`src/rtl/scan_chain_host.sv`:
```
// Purpose: host-side scan chain master; streams load bytes into the chain, returns displaced bits, or recirculates for readback.
// Latency: start -> first scan_enable in 2 cycles (load) / 1 cycle (rotate); 10 cycles/byte load, 9 cycles/byte rotate.
// Backpressure: in_valid low holds FETCH and out_ready low holds PUSH; the chain never shifts while waiting on either side.
module scan_chain_host #(
  parameter int CHAIN_LEN = 256,
  parameter int CNT_WIDTH = 6
) (
  input  logic       clk,
  input  logic       rst,
  input  logic       start,
  input  logic       rotate,
  input  logic       abort,
  input  logic [7:0] in_data,
  input  logic       in_valid,
  output logic       in_ready,
  output logic [7:0] out_data,
  output logic       out_valid,
  input  logic       out_ready,
  output logic       scan_enable,
  output logic       scan_in,
  input  logic       scan_out,
  output logic       busy,
  output logic       done
);

  localparam logic [CNT_WIDTH-1:0] NUM_BYTES = CNT_WIDTH'(CHAIN_LEN / 8);

  typedef enum logic [1:0] {
    IDLE  = 2'd0,
    FETCH = 2'd1,
    SHIFT = 2'd2,
    PUSH  = 2'd3
  } state_t;

  state_t               state;
  logic                 rot_q;
  logic [7:0]           tx_sr;
  // Only seven bits are stored: the eighth captured bit goes straight into out_data.
  logic [6:0]           rx_sr;
  logic [2:0]           bit_cnt;
  logic [CNT_WIDTH-1:0] byte_cnt;

  // Rotate recirculates the tail bit into the head so a full pass leaves the chain intact.
  assign scan_in = rot_q ? scan_out : tx_sr[7];

  // Transfer sequencer; in_ready/scan_enable/out_valid are registered alongside the state they decode.
  always_ff @(posedge clk or negedge rst) begin
    if (!rst) begin
      state       <= IDLE;
      rot_q       <= 1'b0;
      tx_sr       <= '0;
      rx_sr       <= '0;
      bit_cnt     <= '0;
      byte_cnt    <= '0;
      out_data    <= '0;
      in_ready    <= 1'b0;
      out_valid   <= 1'b0;
      scan_enable <= 1'b0;
      busy        <= 1'b0;
      done        <= 1'b0;
    end else begin
      done <= 1'b0;
      if (abort) begin
        // Abort wins over everything; the chain is simply left where it stopped.
        state       <= IDLE;
        in_ready    <= 1'b0;
        out_valid   <= 1'b0;
        scan_enable <= 1'b0;
        busy        <= 1'b0;
      end else begin
        case (state)
          IDLE: begin
            if (start) begin
              rot_q    <= rotate;
              byte_cnt <= '0;
              bit_cnt  <= '0;
              busy     <= 1'b1;
              if (rotate) begin
                state       <= SHIFT;
                scan_enable <= 1'b1;
              end else begin
                state    <= FETCH;
                in_ready <= 1'b1;
              end
            end
          end
          FETCH: begin
            if (in_valid && in_ready) begin
              tx_sr       <= in_data;
              bit_cnt     <= '0;
              state       <= SHIFT;
              in_ready    <= 1'b0;
              scan_enable <= 1'b1;
            end
          end
          SHIFT: begin
            rx_sr   <= {rx_sr[5:0], scan_out};
            tx_sr   <= {tx_sr[6:0], 1'b0};
            bit_cnt <= bit_cnt + 3'd1;
            if (bit_cnt == 3'd7) begin
              out_data    <= {rx_sr, scan_out};
              byte_cnt    <= byte_cnt + CNT_WIDTH'(1);
              state       <= PUSH;
              scan_enable <= 1'b0;
              out_valid   <= 1'b1;
            end
          end
          PUSH: begin
            if (out_valid && out_ready) begin
              out_valid <= 1'b0;
              if (byte_cnt == NUM_BYTES) begin
                state <= IDLE;
                busy  <= 1'b0;
                done  <= 1'b1;
              end else if (rot_q) begin
                state       <= SHIFT;
                scan_enable <= 1'b1;
              end else begin
                state    <= FETCH;
                in_ready <= 1'b1;
              end
            end
          end
          default: begin
            state       <= IDLE;
            in_ready    <= 1'b0;
            out_valid   <= 1'b0;
            scan_enable <= 1'b0;
            busy        <= 1'b0;
          end
        endcase
      end
    end
  end

endmodule

```
`config.mk`:
```
export PLATFORM = sky130hd
export DESIGN_NAME = scan_chain_host
export DESIGN_NICKNAME = d
export VERILOG_FILES = /design/src/rtl/scan_chain_host.sv
export SDC_FILE = /design/constraint.sdc
export NUM_CORES = 1
export LEC_CHECK = 0
export ABC_AREA = 1
export CAP_MARGIN = 20
export CORE_ASPECT_RATIO = 1.75
export CORE_UTILIZATION = 40
export CTS_CLUSTER_SIZE = 8
export DETAILED_ROUTE_END_ITERATION = 8
export PLACE_DENSITY_LB_ADDON = 0.1
export SLEW_MARGIN = 40
export SYNTH_ARGS = -nofsm -noshare
export SYNTH_HDL_FRONTEND = slang
export SYNTH_SLANG_ARGS = --single-unit
export TNS_END_PERCENT = 5
```
`constraint.sdc`:
```
create_clock -name clk -period 1.7 [get_ports clk]
set_input_delay 0.17 -clock clk [delete_from_list [all_inputs] [get_ports clk]]
set_output_delay 0.17 -clock clk [all_outputs]
set_load 0.01 [all_outputs]
```
Yosys cells after proc, flatten, opt, wreduce, memory -nomap -nowiden
Cells that the tools add are included.
{"block": "totals", "regBits": 40, "elab_cells": 101, "latch_bits": 0, "rom_bits": 0, "input_bits": 16, "n_memories": 0, "ramBits": 0, "out_inout_bits": 14}
{"block": "op_classes", "eq_ne": 18, "n_mux": 48, "div_mod_pow": 0, "bitwise": 1, "n_lt_le_gt_ge": 0, "n_mul": 0, "n_shift": 0, "addsub": 2, "reduce_logical": 20}
{"op": "3-bit inequality test (second input constant)", "n": 10}
{"op": "1-bit 2-to-1 mux", "n": 27}
{"op": "2-bit 2-to-1 mux", "n": 8}
{"op": "8-bit one-hot mux with 2 select lines", "n": 1}
{"op": "4-bit AND reduction", "n": 4}
{"op": "7-bit AND reduction", "n": 2}
{"op": "6-bit 2-to-1 mux", "n": 2}
{"op": "6-bit one-hot mux with 2 select lines", "n": 1}
{"op": "3-bit AND reduction", "n": 4}
{"op": "3-bit one-hot mux with 3 select lines", "n": 1}
{"op": "3-bit nonzero test", "n": 3}
{"op": "8-bit 2-to-1 mux", "n": 1}
{"op": "2-bit one-hot mux with 4 select lines", "n": 1}
{"op": "6-bit by 1-bit adder with 6-bit output (second input constant)", "n": 1}
{"op": "6-bit == test (second input constant)", "n": 1}
{"op": "3-bit 2-to-1 mux", "n": 2}
{"op": "2-bit inequality test (second input constant)", "n": 3}
{"op": "2-bit == test (second input constant)", "n": 2}
{"op": "1-bit one-hot mux with 2 select lines", "n": 2}
{"op": "1-bit one-hot mux with 4 select lines", "n": 1}
{"op": "2-bit nonzero test", "n": 2}
{"op": "4-bit nonzero test", "n": 1}
{"op": "3-bit by 1-bit adder with 3-bit output (second input constant)", "n": 1}
{"op": "3-bit == test (second input constant)", "n": 1}
{"op": "other kinds (6)", "n": 7}

Logic depth before layout (Yosys ltp)
Gate-level depths: netlist of the first run.
{"block": "logic_depth", "depth_word": 5, "mapped_depth": 10, "mapped_depth_nobuf": 10}

Least setup slack after synthesis of the first run
Ideal clock, no wire load.
{"block": "synth_timing", "path_kind": "register to register", "startpoint": "reg bit_cnt[0]", "endpoint": "reg byte_cnt[5]", "synth_period_minus_slack_ps": 1393, "setup_slack_ps": 307, "n_path_buf": 0, "arrival_time_ps": 1276, "stages_incl_launch_ff": 9, "cell_sequence": "dfrtp_1 > ha_1 > ha_1 > o21ai_1 > inv_1 > nand2_1 > nor2_1 > nor2_1 > nor2_1"}
{"block": "synth_between", "elab_chain_len": 3}
{"item": "from (decl)", "line_no": "40", "source": "logic [2:0] bit_cnt;"}
{"item": "from (signal assigned)", "line_no": "99", "source": "bit_cnt <= bit_cnt + 3'd1;"}
{"item": "3-bit == test", "line_no": "100", "source": "if (bit_cnt == 3'd7) begin"}
{"item": "2-bit inequality test (no source line)"}
{"item": "4-bit AND reduction (no source line)"}
{"item": "to (signal assigned)", "line_no": "102", "source": "byte_cnt <= byte_cnt + CNT_WIDTH'(1);"}
{"item": "to (decl)", "line_no": "41", "source": "logic [CNT_WIDTH-1:0] byte_cnt;"}
No other way between the ends.
A chain may end at the register's enable or synchronous reset.

Worst setup path in the final report of the first run
{"block": "layout_timing", "startpoint": "reg bit_cnt[0]", "endpoint": "reg state[1]"}
{"block": "layout_between", "elab_chain_len": 3}
{"item": "3-bit == test", "line_no": "100"}
{"item": "3-bit inequality test (no source line)"}
{"item": "4-bit AND reduction (no source line)"}
{"item": "to (signal assigned)", "line_no": "103", "source": "state <= PUSH;"}
{"item": "to (signal assigned)", "line_no": "112", "source": "state <= IDLE;"}
{"item": "to (signal assigned)", "line_no": "116", "source": "state <= SHIFT;"}
{"item": "to (decl)", "line_no": "35", "source": "state_t state;"}
No other way between the ends.

==> flow_summary.toml, run 1 <==
[outcome]
status = "completed"

[timing]
rsz0062_at_grt = "false"
maxSlewViolCount = 0
clock_skew_ns = 0.00515
maximum_achievable_frequency_ghz = 0.652
fin_hold_ws_ns = 0.435
final.min_clock_period_ns = 1.53
min_period_over_period_pct = 90.2
timing.final.hold_violations = 0
measured_slew_at_the_worst_slew_check_pin_ns = 0.497
final-setup-viol-count = 0
max-slew-margin-rel_pct = 66.9

[global_routing]
grt_pass1_vias = 1741
grt_antenna_before_repair = 0
grt_remaining_overflow = 0
global_route_wire_length_before_repair_um = 7870
grt_usage_pct = 18.6
grt_start_max_net_pins = 41

[clock_tree]
tritoncts_buffer_count = 5
clkSinkCount = 40
htree_num_levels = 2
cts_tree = "built"
post-cts-setup-buffer-count = 0
cts.reportedPaths.clkPinSlew_ns = 0.08
clockRootBuffer = "sky130_fd_sc_hd__clkbuf_8"
clk_path_buf_depth = 2
clock_latency_ns = 0.29

[setup_path]
cp_slowest_cell = "sky130_fd_sc_hd__dfrtp_1"
timing.rr.start = "bit_cnt[0]"
end_kind = "register"
reg2reg_to = "state[1]"
timing.critical_path.cells = "ha_1, ha_1, inv_1, nand2_1, nor2_2, inv_1, nand2_2, nand2_1, o21ai_0"
worst_setup_path_startpoint = "bit_cnt[0]"
worstPathArrival_ns = 1.75
cp.required_ns = 1.92
critPathCapture = "state[1]"
ff2ff_setup_slack_ns = 0.17
max_stage_delay_ns = 0.40
timing.setup.critical_path_class = "reg2reg"
crit_fanout = 3
reg2reg_depth = 9
critical_path.startpoint_type = "register"

[floorplan]
chipHeight_um = 97.5
core_area_mm2 = 0.00498
ios = 30
floorplan.die_area_mm2 = 0.00552
die_x_um = 56.6
fp-row-count = 34
initial_core_util_pct = 41.9

[job]
cap_viol_max_count = 0

[logic_synthesis]
yosysWarningCount = 0
ys_seq_elements = 40
synth_top_cell_by_area = "sky130_fd_sc_hd__dfrtp_1"
synth.lib_cells_used.distinct = 26
syn-mean-instance-area_um2 = 8.21
synthDominantCellAreaShare_pct = 48.0
synthTopCellsByArea = "sky130_fd_sc_hd__dfrtp_1 (48%), sky130_fd_sc_hd__nand2_1 (13%), sky130_fd_sc_hd__inv_1 (6.3%)"
syn_inst = 254
synthesis.area_mm2 = 0.00209
seq_total_area_yosys_pct = 48.0
synth_fp_nets = 274

[final_layout]
diodes = 0
drive_gt1_share_pct = 15.6
postLayoutCoreUtil_pct = 52.4
stdcell_count = 349
syn_to_final_growth_pct = 25.1
layout.nets = 314

[routing]
postRouteWirelength_um = 4560
postRouteAntennaNets = 0
remaining_drc_errors = 0
drt_pass1_iterations = 4
via_count = 1708
drt_iter0_markers = 34
vias_per_cell = 4.89
routedWlPerCell_um = 13.1

[power]
peakVddDrop_mv = 0.810
pwr_dens_mw_per_mm2 = 1330
total_power_mw = 3.48
total_leakage_power_nw = 1.25

[hold_path]
min-delay-path-class = "in2reg"
whs_path_depth = 3

[placed_design]
place.detailed.hpwl_um = 3430
dp.cells = 340
place.port_buffers = 29
routabilityCongestion = 0.906
==> what timing repair did <==
item                       4_1_cts  5_1_grt
gates resized for setup          2        2
hold endpoints to repair        40        0
setup endpoints to repair        1        1
hold buffers                     1        0
==> cell type report <==
class | count | area [µm²]
inverters | 39 | 146
multi-input cells | 169 | 893
clock buffers | 7 | 96.3
fillers | 488 | 2370
flip-flops and latches | 40 | 1000
repair buffers | 39 | 374
clock inverters | 1 | 30.0
well taps | 54 | 67.6
==> per-stage QoR <==
step	TNS (ns)	area, µm²	worst slack, ns
detailed placement	-0.0134	2470	-0.0134
global route	0	2610	0.0117
floorplan	0	2090	0.307
finish	0	2610	0.166
CTS	0	2610	0.156
global placement	0	2470	0.00527
==> cells in the mapped netlist (all sizes together) <==
library cell  number
nand2             73
dfrtp             40
inv               39
o21ai             35
nor2              26
nand3             12
o211ai             7
a21oi              6
buf                5
ha                 4
nand4              4
clkbuf             1
nor3               1
o21bai             1
==> power breakdown <==
group / leakage [nW] / internal, mW / total (mW) / switching [mW]
sequential: 0.529 / 1.20 / 1.36 / 0.160
clock: 0.0645 / 0.518 / 0.849 / 0.331
combinational: 0.655 / 0.499 / 1.27 / 0.772
total: 1.25 / 2.21 / 3.48 / 1.26
==> worst max-delay path: cells and delay by family, from the launching register on <==
family	cells	cell delay, ns
AND/OR/NAND/NOR	4	0.39
adder cells (fa/ha/maj)	2	0.39
flip-flops	1	0.40
buffers and inverters	2	0.20
AO/OA/AOI/OAI	1	0.07
==> worst min path at each step <==
stage / start / end / slack (ns)
floorplan: rst / bit_cnt[0] / -0.13
global placement: rst / tx_sr[3] / 0.27
detailed placement: rst / tx_sr[3] / 0.26
CTS: out_ready / done / 0.43
global route: out_ready / done / 0.46
finish: out_ready / done / 0.44
==> cell usage in the layout, fill, tap and decap left out, types with 6 or more instances in the layout <==
| cell type | Yosys | layout |
|---|---|---|
| sky130_fd_sc_hd__nor2_1 | 20 | 19 |
| sky130_fd_sc_hd__nand3_1 | 11 | 11 |
| sky130_fd_sc_hd__clkbuf_8 | 0 | 7 |
| sky130_fd_sc_hd__a21oi_1 | 6 | 6 |
| sky130_fd_sc_hd__nand2_1 | 70 | 69 |
| sky130_fd_sc_hd__buf_4 | 1 | 8 |
| sky130_fd_sc_hd__o211ai_1 | 6 | 6 |
| sky130_fd_sc_hd__inv_1 | 35 | 35 |
| sky130_fd_sc_hd__clkdlybuf4s50_1 | 0 | 27 |
| sky130_fd_sc_hd__o21ai_2 | 9 | 9 |
| sky130_fd_sc_hd__o21ai_0 | 24 | 24 |
| sky130_fd_sc_hd__dfrtp_1 | 40 | 39 |
==> registers in the layout (all words and copies together) (netlist names) <==
name and count:
out_valid 1, in_ready 1, bit_cnt 3, byte_cnt 6, rot_q 1, state 2
busy 1, rx_sr 7, tx_sr 8, out_data 8, scan_enable 1, done 1
==> routing by layer <==
metal	track usage, %	share of wire [%]
met5	0	0
met4	8.82	2.9
met3	3.06	2.3
met2	34.1	54
met1	19.8	41
==> cell families (layout without fill, tap and decap cells) <==
family / after synthesis / count (layout) / share of synthesized area, %
buf+inv: 45 / 86 / 9.42
fa+ha+maj: 4 / 4 / 2.40
compound gates: 49 / 49 / 15.5
simple gates: 116 / 116 / 24.7
flops: 40 / 40 / 48.0
Power figures use the tool's default switching activity.
==> run 2, diff against run 1 <==
--- a/config.mk
+++ b/config.mk
@@ -12,6 +12,7 @@
 export CTS_CLUSTER_SIZE = 8
 export DETAILED_ROUTE_END_ITERATION = 8
 export PLACE_DENSITY_LB_ADDON = 0.1
+export SKIP_LAST_GASP = 1
 export SLEW_MARGIN = 40
 export SYNTH_ARGS = -nofsm -noshare
 export SYNTH_HDL_FRONTEND = slang
==> results of run 2 <==
Same layout as run 1: the final DEF is identical, and so are final timing and power.
